[config.mk]
export PLATFORM = sky130hd
export DESIGN_NAME = tw_rom_seq_ctrl
export DESIGN_NICKNAME = d
export VERILOG_FILES = /design/src/rtl/tw_rom_pkg.sv /design/src/rtl/tw_load_buf.sv /design/src/rtl/tw_rom_seq_ctrl.sv
export SDC_FILE = /design/constraint.sdc
export NUM_CORES = 1
export LEC_CHECK = 0
export BUFFER_PORTS_ARGS = -buffer_cell sky130_fd_sc_hd__buf_4
export CAP_MARGIN = 5
export CELL_PAD_IN_SITES_DETAIL_PLACEMENT = 1
export CELL_PAD_IN_SITES_GLOBAL_PLACEMENT = 1
export CORE_ASPECT_RATIO = 1.25
export CORE_MARGIN = 3
export CORE_UTILIZATION = 44
export CTS_CLUSTER_SIZE = 28
export DETAILED_ROUTE_END_ITERATION = 16
export GPL_TIMING_DRIVEN = 0
export PLACE_DENSITY = 0.82
export SYNTH_ARGS = -nofsm -noshare
export SYNTH_HDL_FRONTEND = slang
export SYNTH_SLANG_ARGS = --single-unit
[constraint.sdc]
create_clock -name CLK -period 2.4 [get_ports CLK]
set_input_delay 0.48 -clock CLK [delete_from_list [all_inputs] [get_ports CLK]]
set_output_delay 0.48 -clock CLK [all_outputs]
set_load 0.01 [all_outputs]
[src/rtl/tw_rom_pkg.sv]
// Shared types and constants for the twiddle ROM sequencer/loader.
// FSM encoding, rom_w codes, state-port codes and default timing.
package tw_rom_pkg;

    typedef enum logic [3:0] {
        S_IDLE,
        S_FILL_HI,
        S_BURST_HI,
        S_SEP,
        S_FILL_LO,
        S_BURST_LO,
        S_RUN,
        S_GAP,
        S_FIN
    } fsm_t;

    localparam logic [1:0] ROM_W_IDLE = 2'd0;
    localparam logic [1:0] ROM_W_HI   = 2'd1;
    localparam logic [1:0] ROM_W_LO   = 2'd2;

    localparam logic [3:0] ST_ACTIVE  = 4'd4;
    localparam logic [3:0] ST_IDLE    = 4'd0;

    localparam int DEF_STAGE_LEN = 1024;
    localparam int DEF_GAP_LEN   = 2;

    // Counter width able to index n values; never collapses to zero bits.
    function automatic int cnt_width(input int n);
        return (n > 1) ? $clog2(n) : 1;
    endfunction

endpackage

[src/rtl/tw_load_buf.sv]
// NUM_ENT x HDW staging buffer for one half of the stage-0 twiddle entries.
// Words land at wr_ptr; the burst side reads at rd_ptr; clr empties the count.
module tw_load_buf
    import tw_rom_pkg::*;
#(
    parameter int HDW     = 64,
    parameter int NUM_ENT = 4,
    parameter int PW      = cnt_width(NUM_ENT),
    parameter int CNTW    = cnt_width(NUM_ENT + 1)
) (
    input  logic            CLK,
    input  logic            rst_n,
    input  logic            clr,
    input  logic            wr_en,
    input  logic [PW-1:0]   wr_ptr,
    input  logic [HDW-1:0]  wr_data,
    input  logic [PW-1:0]   rd_ptr,
    output logic [HDW-1:0]  rd_data,
    output logic [CNTW-1:0] count
);

    logic [HDW-1:0] mem [NUM_ENT];

    always_ff @(posedge CLK or negedge rst_n) begin
        if (!rst_n) begin
            for (int i = 0; i < NUM_ENT; i++) begin
                mem[i] <= '0;
            end
            count <= '0;
        end else if (clr) begin
            count <= '0;
        end else if (wr_en) begin
            mem[wr_ptr] <= wr_data;
            count       <= count + CNTW'(1);
        end
    end

    assign rd_data = mem[rd_ptr];

endmodule

[src/rtl/tw_rom_seq_ctrl.sv]
// Loader and stage sequencer for the 1024-point twiddle ROM: fills hi/lo halves
// from a valid/ready stream as gap-free bursts, then walks CEN through one NTT pass.
module tw_rom_seq_ctrl
    import tw_rom_pkg::*;
#(
    parameter int SC_WIDTH  = 3,
    parameter int S_WIDTH   = 4,
    parameter int HDW       = 64,
    parameter int NUM_ENT   = 4,
    parameter int STAGE_NUM = 3,
    parameter int STAGE_LEN = DEF_STAGE_LEN,
    parameter int GAP_LEN   = DEF_GAP_LEN
) (
    input  logic                CLK,
    input  logic                rst_n,
    input  logic                start,
    input  logic                load_req,
    input  logic                abort,
    input  logic                tf_valid,
    input  logic [HDW-1:0]      tf_data,
    output logic                tf_ready,
    output logic [1:0]          rom_w,
    output logic [HDW-1:0]      horizontal_tf_out,
    output logic                CEN,
    output logic [SC_WIDTH-1:0] stage_counter,
    output logic [S_WIDTH-1:0]  state,
    output logic                q_valid,
    output logic                busy,
    output logic                done
);

    localparam int RCW  = cnt_width(STAGE_LEN);
    localparam int GCW  = cnt_width(GAP_LEN);
    localparam int PW   = cnt_width(NUM_ENT);
    localparam int CNTW = cnt_width(NUM_ENT + 1);

    fsm_t                fsm_q, fsm_d;
    logic [RCW-1:0]      run_cnt_q, run_cnt_d;
    logic [GCW-1:0]      gap_cnt_q, gap_cnt_d;
    logic [PW-1:0]       beat_q, beat_d;
    logic [SC_WIDTH-1:0] stage_q, stage_d;
    logic                pend_start_q, pend_start_d;
    logic                pend_load_q, pend_load_d;
    logic                buf_clr, buf_wr;
    logic [CNTW-1:0]     buf_cnt;
    logic [HDW-1:0]      buf_rd;

    tw_load_buf #(
        .HDW     (HDW),
        .NUM_ENT (NUM_ENT),
        .PW      (PW),
        .CNTW    (CNTW)
    ) u_buf (
        .CLK     (CLK),
        .rst_n   (rst_n),
        .clr     (buf_clr),
        .wr_en   (buf_wr),
        .wr_ptr  (buf_cnt[PW-1:0]),
        .wr_data (tf_data),
        .rd_ptr  (beat_q),
        .rd_data (buf_rd),
        .count   (buf_cnt)
    );

    always_ff @(posedge CLK or negedge rst_n) begin
        if (!rst_n) begin
            fsm_q        <= S_IDLE;
            run_cnt_q    <= '0;
            gap_cnt_q    <= '0;
            beat_q       <= '0;
            stage_q      <= '0;
            pend_start_q <= 1'b0;
            pend_load_q  <= 1'b0;
            q_valid      <= 1'b0;
        end else begin
            fsm_q        <= fsm_d;
            run_cnt_q    <= run_cnt_d;
            gap_cnt_q    <= gap_cnt_d;
            beat_q       <= beat_d;
            stage_q      <= stage_d;
            pend_start_q <= pend_start_d;
            pend_load_q  <= pend_load_d;
            q_valid      <= ~CEN;
        end
    end

    // Stream handshake: a word moves when tf_valid & tf_ready, only in FILL_x.
    always_comb begin
        fsm_d             = fsm_q;
        run_cnt_d         = run_cnt_q;
        gap_cnt_d         = gap_cnt_q;
        beat_d            = beat_q;
        stage_d           = stage_q;
        pend_start_d      = pend_start_q;
        pend_load_d       = pend_load_q;
        buf_clr           = 1'b0;
        buf_wr            = 1'b0;
        tf_ready          = 1'b0;
        rom_w             = ROM_W_IDLE;
        horizontal_tf_out = '0;
        CEN               = 1'b1;
        state             = S_WIDTH'(ST_IDLE);
        stage_counter     = SC_WIDTH'(STAGE_NUM);
        busy              = (fsm_q != S_IDLE);
        done              = 1'b0;

        case (fsm_q)
            S_IDLE: begin
                if (load_req) begin
                    fsm_d        = S_FILL_HI;
                    pend_start_d = start;
                end else if (start) begin
                    fsm_d     = S_RUN;
                    stage_d   = '0;
                    run_cnt_d = '0;
                end
            end
            S_FILL_HI, S_FILL_LO: begin
                tf_ready = (buf_cnt < CNTW'(NUM_ENT)) && !abort;
                buf_wr   = tf_valid && tf_ready;
                if (buf_wr && (buf_cnt == CNTW'(NUM_ENT - 1))) begin
                    fsm_d  = (fsm_q == S_FILL_HI) ? S_BURST_HI : S_BURST_LO;
                    beat_d = '0;
                end
            end
            S_BURST_HI, S_BURST_LO: begin
                rom_w             = (fsm_q == S_BURST_HI) ? ROM_W_HI : ROM_W_LO;
                horizontal_tf_out = buf_rd;
                beat_d            = beat_q + PW'(1);
                if (beat_q == PW'(NUM_ENT - 1)) begin
                    beat_d  = '0;
                    buf_clr = 1'b1;
                    if (fsm_q == S_BURST_HI) begin
                        fsm_d = S_SEP;
                    end else if (pend_start_q) begin
                        fsm_d        = S_RUN;
                        stage_d      = '0;
                        run_cnt_d    = '0;
                        pend_start_d = 1'b0;
                    end else begin
                        fsm_d = S_IDLE;
                    end
                end
            end
            S_SEP: begin
                fsm_d = S_FILL_LO;
            end
            S_RUN: begin
                CEN           = 1'b0;
                state         = S_WIDTH'(ST_ACTIVE);
                stage_counter = stage_q;
                if (load_req) pend_load_d = 1'b1;
                run_cnt_d = run_cnt_q + RCW'(1);
                if (run_cnt_q == RCW'(STAGE_LEN - 1)) begin
                    run_cnt_d = '0;
                    gap_cnt_d = '0;
                    fsm_d     = (stage_q == SC_WIDTH'(STAGE_NUM - 1)) ? S_FIN : S_GAP;
                end
            end
            S_GAP: begin
                stage_counter = stage_q;
                if (load_req) pend_load_d = 1'b1;
                gap_cnt_d = gap_cnt_q + GCW'(1);
                if (gap_cnt_q == GCW'(GAP_LEN - 1)) begin
                    gap_cnt_d = '0;
                    run_cnt_d = '0;
                    stage_d   = stage_q + SC_WIDTH'(1);
                    fsm_d     = S_RUN;
                end
            end
            S_FIN: begin
                done        = !abort;
                stage_d     = '0;
                pend_load_d = 1'b0;
                fsm_d       = pend_load_q ? S_FILL_HI : S_IDLE;
            end
            default: fsm_d = S_IDLE;
        endcase

        // Abort discards everything in flight; a half-written ROM must be reloaded.
        if (abort) begin
            fsm_d        = S_IDLE;
            run_cnt_d    = '0;
            gap_cnt_d    = '0;
            beat_d       = '0;
            stage_d      = '0;
            pend_start_d = 1'b0;
            pend_load_d  = 1'b0;
            buf_clr      = 1'b1;
        end
    end

endmodule

Word-level counts from Yosys, hierarchy flattened
Index checks and enable logic that the tools add are counted.
- $add $sub $neg: 5
- order comparisons: 4
- equal/unequal tests: 23
- multiplexer cells: 66
- bitwise logic cells: 3
- reduce and logical (&&, ||, !) cells: 25
- operators with widths (kind ; number):
    256-bit bitwise mux ; 1
    64-bit 2-to-1 mux ; 4
    64-bit binary-select mux with 2-bit select ; 1
    64-bit demux with 2-bit select ; 1
    10-bit 2-to-1 mux ; 8
    3-bit 2-to-1 mux ; 14
    10-bit one-hot mux with 4 select lines ; 1
    4-bit 2-to-1 mux ; 8
    4-bit one-hot mux with 7 select lines ; 1
    3-bit inequality test (second input constant) ; 8
    1-bit 2-to-1 mux ; 17
    4-bit by 3-bit == test with 1-bit output (second input constant) ; 4
    7-bit AND reduction ; 2
    3-bit one-hot mux with 4 select lines ; 1
    3-bit nonzero test ; 4
    10-bit by 1-bit adder with 10-bit output (second input constant) ; 1
    10-bit == test (second input constant) ; 1
    2-bit 2-to-1 mux ; 5
    5-bit nonzero test ; 2
    4-bit by 2-bit == test with 1-bit output (second input constant) ; 2
    2-bit AND reduction ; 4
    3-bit by 1-bit adder with 3-bit output (second input constant) ; 2
    3-bit by 2-bit == test with 1-bit output (second input constant) ; 2
    3-bit >= comparator (second input constant) ; 2
    other kinds (22) ; 30
- flip-flop bits (word level): 282
- output and inout port bits: 78

Longest topological paths before layout
Gate-level depths: netlist of run 1.
- depth in word-level cells: 7
- depth in mapped cells: 8
- depth with buffers taken out: 7

Modules after synthesis
Synthesis of run 1 repeated with hierarchy kept, for this count alone.
- cell total of the unflattened synthesis: 905
- area, all modules: 13964.6 um^2
- by module, submodules not included (module ; times used ; cells each ; area an instance (um^2) ; sequential area each (um^2)):
    tw_load_buf ; 1 ; 634 ; 11920.2 ; 6481.2
    tw_rom_seq_ctrl ; 1 ; 271 ; 2044.5 ; 575.6

Worst setup path after synthesis of run 1
No wires, ideal clock.
- path kind: reg2out
- start point: register beat_q[0]
- end point: output horizontal_tf_out[25]
- arrival time: 1902 ps
- data required time: 1920 ps
- slack: 18 ps
- stages on the path, launching flop included: 5
- buffers on the path: 2
- cell sequence: dfrtp_1 > buf_2 > buf_1 > mux4_2 > and2_1
- longest elaborated chain between the ends: 5
- ends and longest elaborated chain (what ; RTL line ; RTL):
    start: declaration ; tw_rom_seq_ctrl.sv:40 ; logic [PW-1:0] beat_q, beat_d;
    start signal: assignment ; tw_rom_seq_ctrl.sv:79 ; beat_q <= beat_d;
    2-bit NOT with 3-bit output (not written as such) ; tw_load_buf.sv:38 ; assign rd_data = mem[rd_ptr];
    64-bit binary-select mux with 2-bit select ; tw_load_buf.sv:38 ;
    64-bit 2-to-1 mux (not written as such) (2 in a row) ; tw_load_buf.sv:38 ;
    64-bit 2-to-1 mux ; tw_rom_seq_ctrl.sv:107 ; case (fsm_q)
    end: declaration ; tw_rom_seq_ctrl.sv:23 ; output logic [HDW-1:0] horizontal_tf_out,
Every way passes these cells. The select of a mux whose other input is x is not followed.

Worst setup path in the final report of run 1
- start point: register fsm_q[0]
- end point: output horizontal_tf_out[47]
- longest elaborated chain between the ends: 3
- elaborated cells between the ends (all ways): 4
- those cells by class: 2 x eq/ne; 1 x mux; 1 x reduce/logical
- ends and longest elaborated chain (what ; RTL line ; RTL):
    start: declaration ; tw_rom_seq_ctrl.sv:37 ; fsm_t fsm_q, fsm_d;
    start signal: assignment ; tw_rom_seq_ctrl.sv:76 ; fsm_q <= fsm_d;
    4-bit by 2-bit == test with 1-bit output / 4-bit by 3-bit == test with 1-bit output (equally long branches) ; tw_rom_seq_ctrl.sv:107 ;
    2-bit OR reduction (*) ; tw_rom_seq_ctrl.sv:107 ;
    64-bit 2-to-1 mux (*) ; tw_rom_seq_ctrl.sv:107 ;
Every way passes the cells marked *; elsewhere a longest branch is shown, timed or not.

==> results.json, run 1 <==
{
  "hold_depth": 2,
  "dp_cells": 1437,
  "ant_nets": 0,
  "end_kind": "output pin",
  "final_cells": 1511,
  "clockRootBuffer": "clkbuf_16",
  "grt_pass1_wl_mm": 52.79,
  "power_density_mw_per_mm2": 1090,
  "ys.flop_type": "dfrtp_1",
  "worst_path_max_delay_cell": "dfrtp_2",
  "fillers": 2873,
  "synth_area_sq_mm": 0.01319,
  "regArea_sq_mm": 0.007061,
  "hold_violations": 0,
  "core_area_sq_mm": 0.02943,
  "leakage_nw": 8.003,
  "whs_ns": 0.1917,
  "dp_slack_ns": -1.024,
  "grt-ovfl-total": 0,
  "yosysWarnings": 0,
  "synthCells": 893,
  "crit_cells": 6,
  "num-nets-final": 1172,
  "drtIter0Drc": 360,
  "cap_viol_max_count": 0,
  "fin_setup_tns_ns": -19.53,
  "drtPass1Iterations": 4,
  "arrival_ns": 2.27,
  "globalplace.congestion": 0.7578,
  "r2r.worst_path.cells": 8,
  "finalInstanceArea_sq_mm": 0.01657,
  "synthArstFlopShare": 1.000,
  "tightest_slew_ns": 0.6013,
  "postPlaceCellArea_sq_mm": 0.01484,
  "status": "complete, but fails checks",
  "rsz0062_at_grt": "yes",
  "worstPathMaxFanout": 10,
  "synth_seq_area_share": 0.5349,
  "critPathLaunchType": "flop",
  "multi_input_area_sq_mm": 0.006026,
  "viasPerCell": 5.479,
  "ios": 148,
  "cts_buffer_depth": 3,
  "tritoncts": "built",
  "fin_ws_ns": -0.3532,
  "cp.required_ns": 1.92,
  "drv_slew": 0,
  "finalCriticalPeriod_ns": 2.753,
  "hpwl_mm": 21.76,
  "utilization": 0.5632,
  "vdd_drop_max_uv": 633.0,
  "grt_pass1_vias": 9550,
  "vias": 8279,
  "track_usage": 0.2056,
  "drive_gt1_frac": 0.5704,
  "start_util": 0.4483,
  "hold_class": "input pin to flop",
  "fmax_mhz": 363.2,
  "clk_pin_slew_worst_paths_ns": 0.07,
  "drc_errors": 0,
  "numCtsBuffers": 29,
  "rows": 70,
  "cts.sinks": 282,
  "wl_per_cell_microns": 22.07,
  "route.final.wire_length_mm": 33.35,
  "crit_type": "flop to output pin",
  "numPortBuffers": 144,
  "violations": "negative setup slack",
  "cpPeakStageDelay_ns": 0.42,
  "cp_cell_sequence": "or3b_4, a21oi_4, clkbuf_16, clkbuf_16, and2_4, buf_4",
  "antenna_found_initial": 0,
  "ys_ff_latch": 282,
  "die_area_sq_mm": 0.03211,
  "p_total_mw": 18.07,
  "crit_family": "simple AND/OR/NAND/NOR gates",
  "post-route-period-util": 1.147,
  "grt_max_degree": 119,
  "setup_viol": 66,
  "final.setup_skew_ns": 0.01485,
  "synth-edff-count": 0,
  "slew-limit-headroom": 0.5939,
  "cp.buffers_inverters": 3,
  "crit_path_frequent_cell": "clkbuf_16",
  "die_w_microns": 160.9,
  "synth_cell_type_count": 54,
  "diodes": 0,
  "clk-insertion-delay-late_ns": 0.53,
  "htree_num_levels": 1,
  "die_y_microns": 199.6,
  "syn_to_final_growth_pct": 25.64,
  "syn_avg_cell_area_sq_um": 14.77
}
layer usage:
layer,up-vias,track usage,wire [microns]
met2,122,0.3928,18410
met1,4442,0.2496,13290
met3,44,0.02654,1074
met4,0,0.04240,576
met5,-,0,0
li1,3671,-,-
synthesized netlist by cell type, types with 2 or more instances:
library cell  instances  share of area
nor3_1               10         0.0038
a21oi_1               9         0.0034
nor2b_1               5         0.0024
nand4_1               2        0.00095
clkbuf_1             18         0.0051
a211oi_1              2         0.0011
ha_1                  9         0.0085
a211o_1               6         0.0040
mux2i_1               3         0.0023
mux2_1               21          0.018
or3_1                 3         0.0014
buf_1                 5         0.0014
a31oi_1               2        0.00095
dfrtp_1             282           0.53
and3_1               10         0.0047
a21o_1                2         0.0011
nand3_1              10         0.0038
nand2b_1              7         0.0033
mux4_2               64           0.11
a221o_1               2         0.0015
inv_1                 9         0.0026
nor3b_1               3         0.0017
buf_4                 4         0.0023
or2_2                 3         0.0014
buf_2                31          0.012
o21ai_0               8         0.0030
nand3b_1              4         0.0023
mux2_2              238           0.20
nor2_1               13         0.0037
nand2_1              15         0.0043
nand2_4               4         0.0034
o21a_1                2         0.0011
and2_1               66          0.031
layout by cell type (no fill, tap or decap), types with 3 or more instances in the layout:
cell type	netlist	layout
mux2i_1	3	3
nor2_1	13	12
buf_4	4	134
nand2_4	4	5
inv_1	9	9
nand2b_1	7	6
nor3b_1	3	3
nor3_4	1	3
conb_1	1	3
clkinv_2	0	4
mux2_2	238	238
and2_1	66	34
and3_1	10	8
dfrtp_2	0	3
buf_2	31	26
buf_8	0	4
a21oi_1	9	8
nand3b_1	4	4
nor3_1	10	9
o21ai_0	8	8
nand2_1	15	12
dfrtp_1	282	279
mux2_1	21	21
ha_1	9	9
mux4_2	64	64
clkbuf_1	18	5
clkbuf_4	0	5
nand3_1	10	10
and2_4	0	32
buf_6	0	43
clkbuf_16	0	33
nor2b_1	5	4
a211o_1	6	6
clkbuf_8	0	14
cell type report:
type,instances,area share
Timing Repair Buffer,171,0.09006
Buffer,54,0.02763
Multi-Input combinational cell,546,0.3636
Sequential cell,282,0.4260
Clock buffer,46,0.05548
Tap cell,396,0.02989
Clock inverter,7,0.005360
Inverter,9,0.002038
path summary, 6_finish.rpt:
check                               start               endpoint  slack [ns]
min in group asynchronous           rst_n          u_buf.mem[83]        0.50
max reg2reg                      fsm_q[1]               fsm_q[3]        0.07
max                              fsm_q[0]  horizontal_tf_out[47]       -0.35
max in group asynchronous           rst_n         u_buf.mem[121]        0.93
min                           tf_data[58]         u_buf.mem[250]        0.19
min reg2reg                u_buf.mem[255]         u_buf.mem[255]        0.49
power breakdown:
part           internal, mW  total [mW]  switching (mW)
clock                  2.83        4.67            1.85
combinational          4.00        6.76            2.76
sequential             5.98        6.64           0.660
total                  12.8        18.1            5.27
timing repair:
| item | CTS | global route |
|---|---|---|
| setup endpoints to repair | 267 | 125 |
| hold endpoints to repair | 62 | 0 |
| buffers inserted | 15 | 10 |
| gates resized for setup | 127 | 56 |
| hold buffers | 1 | 0 |
| gates cloned | 0 | 1 |
| pin swaps | 4 | 6 |
flip-flops by register name (all words and copies together) (netlist names):
name          count
beat_q            2
fsm_q             4
gap_cnt_q         1
pend_load_q       1
pend_start_q      1
q_valid           1
run_cnt_q        10
stage_q           3
u_buf.count       3
u_buf.mem       256
kinds of logic (layout without fill, tap and decap cells):
logic type | after synthesis | count (layout) | synth area share
xor gates and xnor gates | 1 | 1 | 0.001233
adders and majority gates | 9 | 9 | 0.008536
AOI/OAI and AO/OA | 43 | 43 | 0.02333
muxes | 326 | 326 | 0.3326
buffers and inverters | 67 | 287 | 0.02314
other | 1 | 3 | 0.0002842
DFF | 282 | 282 | 0.5349
and+or+nand+nor | 164 | 164 | 0.07597
worst reg2reg max path, stage by stage (launching register included):
cell and delay, ns:
dfrtp_1 0.37, buf_6 0.12, buf_4 0.16, or3_4 0.42, nand2b_4 0.17, o41ai_1 0.51, nor4_4 0.11, buf_4 0.18
and3b_1 0.17
Power figures use the tool's default switching activity.
==> inputs of run 2 (changes only) <==
--- a/config.mk
+++ b/config.mk
@@ -15,7 +15,7 @@
 export CTS_CLUSTER_SIZE = 28
 export DETAILED_ROUTE_END_ITERATION = 16
 export GPL_TIMING_DRIVEN = 0
-export PLACE_DENSITY = 0.82
+export PLACE_DENSITY_LB_ADDON = 0.1
 export SYNTH_ARGS = -nofsm -noshare
 export SYNTH_HDL_FRONTEND = slang
 export SYNTH_SLANG_ARGS = --single-unit
==> results.json, run 2 (synthesis gave the netlist of run 1 again) <==
{
  "numPortBuffers": 144,
  "largest_registers": "u_buf.mem (256), run_cnt_q (10), fsm_q (4)",
  "regMostFlops": "u_buf.mem",
  "htree_num_levels": 1,
  "largest_reg_flops": 256,
  "grt_util_met3": 0.03546,
  "cap_viol_max_count": 0,
  "intPower_mw": 13.26,
  "diodes": 0,
  "grt_pass1_wl_mm": 50.79,
  "p_total_mw": 18.59,
  "syn_to_final_growth_pct": 28.12,
  "utilization": 0.5744,
  "end_kind": "output pin",
  "grtUsageMet2": 0.3596,
  "drc_errors": 0,
  "clk-insertion-delay-late_ns": 0.54,
  "cts_buffer_depth": 3,
  "grt_max_degree": 119,
  "viasPerCell": 5.394,
  "hold_depth": 2,
  "vdd_drop_max_uv": 646.6,
  "cts.sinks": 282,
  "track_usage": 0.1980,
  "finalCriticalPeriod_ns": 2.727,
  "crit_start": "fsm_q[0]",
  "drtPass1Iterations": 4,
  "dp_cells": 1437,
  "route.final.wire_length_mm": 32.30,
  "seqPwrFrac": 0.356,
  "tritoncts": "built",
  "wl_per_cell_microns": 21.17,
  "fmax_mhz": 366.7,
  "reg2reg_slack_ns": 0.11,
  "ios": 148,
  "hold_violations": 0,
  "grt_pass1_vias": 9078,
  "leakage_nw": 8.145,
  "clkPwrFrac": 0.251,
  "globalplace.congestion": 0.7716,
  "core_area_sq_mm": 0.02943,
  "endpoint": "horizontal_tf_out[44]",
  "die_y_microns": 199.6,
  "numCtsBuffers": 30,
  "r2r.worst_path.cells": 8,
  "tightest_slew_ns": 0.6792,
  "slew-limit-headroom": 0.5472,
  "p_sw_mw": 5.333,
  "dp_slack_ns": -1.108,
  "rsz0062_at_grt": "yes",
  "antenna_found_initial": 0,
  "start_util": 0.4483,
  "arrival_ns": 2.25,
  "worstPathMaxFanout": 6,
  "rows": 70,
  "met1_usage": 0.2516,
  "die_w_microns": 160.9,
  "final_cell_mix": "279 x dfrtp_1, 238 x mux2_2, 128 x buf_4",
  "comb_power_share": 0.393,
  "hold_class": "input pin to flop",
  "final_cells": 1526,
  "rr_endpoint": "run_cnt_q[8]",
  "status": "complete, but fails checks",
  "vias": 8231,
  "crit_type": "flop to output pin",
  "post-route-period-util": 1.136,
  "grt_busiest_layer": "met2",
  "clockRootBuffer": "clkbuf_16",
  "setup_viol": 64,
  "swShare": 0.2868,
  "fin_ws_ns": -0.3268,
  "die_area_sq_mm": 0.03211,
  "drv_slew": 0,
  "grt-ovfl-total": 0,
  "violations": "negative setup slack",
  "mostFrequentLayoutCell": "dfrtp_1",
  "drive_gt1_frac": 0.5823,
  "ant_nets": 0,
  "critPathLaunchType": "flop",
  "drtIter0Drc": 281,
  "hpwl_mm": 20.69,
  "fillers": 2836,
  "cp.required_ns": 1.92,
  "power_density_mw_per_mm2": 1100,
  "clk_pin_slew_worst_paths_ns": 0.06,
  "rr_startpoint": "fsm_q[0]",
  "final.setup_skew_ns": 0.009632,
  "num-nets-final": 1187
}
run 2: power by group through the flow:
stage	Combinational, mW	Sequential [mW]	Clock (mW)
2_1_floorplan	3.92	6.42	0
3_3_place_gp	5.55	6.60	0
3_5_place_dp	5.68	6.66	0
4_1_cts	6.99	6.60	4.80
5_1_grt	7.89	6.76	5.01
6_report	7.30	6.62	4.67
run 2: layout make-up:
cell class | count | area (sq um) | area share
Buffer | 54 | 506.7 | 0.02998
Inverter | 9 | 33.78 | 0.001999
Multi-Input combinational cell | 546 | 6035 | 0.3570
Tap cell | 396 | 495.5 | 0.02931
Sequential cell | 282 | 7061 | 0.4177
Timing Repair Buffer | 185 | 1772 | 0.1048
Clock buffer | 44 | 894.6 | 0.05293
Clock inverter | 10 | 105.1 | 0.006218
run 2: what timing repair did:
action                                  in CTS  in global routing
endpoints found under the hold margin       56                  0
pin swaps                                    4                 10
gates cloned                                 5                  4
gates resized for setup                    184                 24
endpoints found under the setup margin     308                 90
setup buffers                               16                 13
hold buffers                                 1                  0
run 2: worst min path at each step:
stage / to / startpoint / slack [ns]
3_5_place_dp: q_valid / rst_n / 0.44
4_1_cts: u_buf.mem[242] / tf_data[50] / 0.15
2_1_floorplan: beat_q[0] / rst_n / 0.18
3_3_place_gp: u_buf.mem[249] / u_buf.mem[249] / 0.47
6_report: u_buf.mem[243] / tf_data[51] / 0.18
5_1_grt: u_buf.mem[253] / tf_data[61] / 0.17
run 2: layer usage:
layer	share of wire	wire, microns
met1	0.42	13550
met2	0.52	16870
met3	0.042	1360
met4	0.016	512
met5	0	0
run 2: worst max-delay path, stage by stage, from the launching register on:
cell and delay, ns:
dfrtp_2 0.43, or3b_4 0.40, a21oi_4 0.15, buf_12 0.14
clkbuf_16 0.17, clkbuf_16 0.15, and2_4 0.15, buf_6 0.09
run 2: through the flow:
stage          setup TNS [ns]  cell area, sq um  hold WS, ns
4_1_cts                -21.60             16640       0.1538
6_report               -17.31             16900       0.1782
5_1_grt                -22.07             16900       0.1740
2_1_floorplan               0             13200       0.1844
3_5_place_dp           -86.26             14840       0.4448
3_3_place_gp          -575.17             14780       0.4683
==> inputs of run 3 (changes only) <==
--- a/config.mk
+++ b/config.mk
@@ -8,10 +8,10 @@
 export BUFFER_PORTS_ARGS = -buffer_cell sky130_fd_sc_hd__buf_4
 export CAP_MARGIN = 5
 export CELL_PAD_IN_SITES_DETAIL_PLACEMENT = 1
-export CELL_PAD_IN_SITES_GLOBAL_PLACEMENT = 1
+export CELL_PAD_IN_SITES_GLOBAL_PLACEMENT = 2
 export CORE_ASPECT_RATIO = 1.25
 export CORE_MARGIN = 3
-export CORE_UTILIZATION = 44
+export CORE_UTILIZATION = 38
 export CTS_CLUSTER_SIZE = 28
 export DETAILED_ROUTE_END_ITERATION = 16
 export GPL_TIMING_DRIVEN = 0
==> results.json, run 3 (synthesis gave the netlist of run 1 again) <==
{
  "wl_met2_mm": 16.42,
  "viasPerCell": 5.148,
  "hpwl_mm": 20.85,
  "worstPathMaxFanout": 10,
  "fillers": 3366,
  "largest_reg_flops": 256,
  "vdd_drop_max_uv": 600.2,
  "finalInstanceArea_sq_mm": 0.01655,
  "tritoncts": "built",
  "cts.sinks": 282,
  "status": "complete, but fails checks",
  "numCtsBuffers": 31,
  "drive_gt1_frac": 0.5624,
  "grt_max_degree": 101,
  "start_util": 0.3894,
  "clk_pin_slew_worst_paths_ns": 0.06,
  "vias": 8072,
  "track_usage": 0.1744,
  "end_kind": "output pin",
  "drv_slew": 0,
  "final_cell_mix": "278 x dfrtp_1, 238 x mux2_2, 136 x buf_4",
  "numPortBuffers": 144,
  "crit_family": "simple AND/OR/NAND/NOR gates",
  "cp_cell_sequence": "or3b_4, a21oi_4, clkbuf_16, clkbuf_16, and2_4, buf_4",
  "diodes": 0,
  "drtPass1Iterations": 4,
  "die_area_sq_mm": 0.03700,
  "clockRootBuffer": "clkbuf_16",
  "power_density_mw_per_mm2": 1074,
  "drtIter0Drc": 251,
  "post-route-period-util": 1.136,
  "highest_layer": "met4",
  "met1Wirelength_mm": 13.66,
  "final.setup_skew_ns": 0.01065,
  "route.final.wire_length_mm": 31.89,
  "cp.buffers_inverters": 3,
  "grt_pass1_vias": 9120,
  "num-nets-final": 1164,
  "regMostFlops": "u_buf.mem",
  "cap_viol_max_count": 0,
  "slew-limit-headroom": 0.5311,
  "fmax_mhz": 366.9,
  "critPathLaunchType": "flop",
  "postPlaceCellArea_sq_mm": 0.01492,
  "hold_class": "input pin to flop",
  "route.met3.wl_mm": 1.313,
  "hold_violations": 0,
  "mostFrequentLayoutCell": "dfrtp_1",
  "arrival_ns": 2.25,
  "clk-insertion-delay-late_ns": 0.57,
  "crit_type": "flop to output pin",
  "crit_path_frequent_cell": "clkbuf_16",
  "ant_nets": 0,
  "die_w_microns": 172.7,
  "grt_pass1_wl_mm": 51.98,
  "wl_per_cell_microns": 20.34,
  "leakage_nw": 7.925,
  "core_area_sq_mm": 0.03388,
  "cts_buffer_depth": 3,
  "multi_input_area_sq_mm": 0.006022,
  "rows": 75,
  "tightest_slew_ns": 0.7033,
  "setup_viol": 64,
  "violations": "negative setup slack",
  "htree_num_levels": 1,
  "regArea_sq_mm": 0.007062,
  "cp.required_ns": 1.92,
  "cpPeakStageDelay_ns": 0.42,
  "rsz0062_at_grt": "yes",
  "grt-ovfl-total": 0,
  "finalCriticalPeriod_ns": 2.726,
  "largest_registers": "u_buf.mem (256), run_cnt_q (10), fsm_q (4)",
  "fin_ws_ns": -0.3257,
  "die_y_microns": 214.3,
  "ios": 148,
  "globalplace.congestion": 0.7224,
  "antenna_found_initial": 0,
  "p_total_mw": 17.77,
  "syn_to_final_growth_pct": 25.42,
  "worst_path_max_delay_cell": "or3b_4",
  "drc_errors": 0
}
==> run 3: worst paths after layout <==
kind                                 from               endpoint  slack [ns]  cells past startpoint
min in group asynchronous           rst_n           run_cnt_q[6]        0.50                      2
setup reg to reg                 fsm_q[1]           run_cnt_q[8]        0.10                      8
setup / recovery                 fsm_q[2]  horizontal_tf_out[44]       -0.33                      6
max in group asynchronous           rst_n         u_buf.mem[167]        0.49                      4
hold reg to reg            u_buf.mem[246]         u_buf.mem[246]        0.49                      1
hold / removal                tf_data[49]         u_buf.mem[241]        0.16                      2
==> run 3: per-stage QoR <==
| step | hold WS (ns) | setup TNS [ns] | util | setup slack (ns) | instances |
|---|---|---|---|---|---|
| finish | 0.1593 | -18.11 | 0.4884 | -0.3257 | 1568 |
| global route | 0.1412 | -24.63 | 0.4884 | -0.4195 | 1568 |
| CTS | 0.1223 | -23.69 | 0.4848 | -0.4062 | 1568 |
| detailed placement | 0.4801 | -98.23 | 0.4405 | -1.154 | 1503 |
| global placement | 0.4688 | -605.40 | 0.4386 | -1.856 | 1501 |
| floorplan | 0.1844 | 0 | - | 0.01796 | 895 |
==> run 3: cell type report <==
type,count,area share
Timing Repair Buffer,160,0.08250
Inverter,9,0.002042
Sequential cell,282,0.4268
Multi-Input combinational cell,546,0.3640
Clock buffer,49,0.05702
Tap cell,462,0.03494
Clock inverter,5,0.003252
Buffer,55,0.02949
==> run 3: power breakdown <==
part	internal [mW]	switching, mW	leakage [nW]
Clock	2.77	1.89	0.494
Sequential	5.98	0.610	3.76
Combinational	3.90	2.61	3.67
Total	12.7	5.12	7.93
==> run 3: repair_timing <==
item,CTS,global route
pin swaps,4,5
hold endpoints to repair,87,0
hold buffers,1,0
buffers inserted,12,1
gates resized for setup,135,36
setup endpoints to repair,320,141
==> run 3: routing by layer <==
metal,vias up,track usage
li1,3647,-
met1,4266,0.2233
met2,124,0.3095
met3,35,0.03206
met4,0,0.03786
met5,-,0
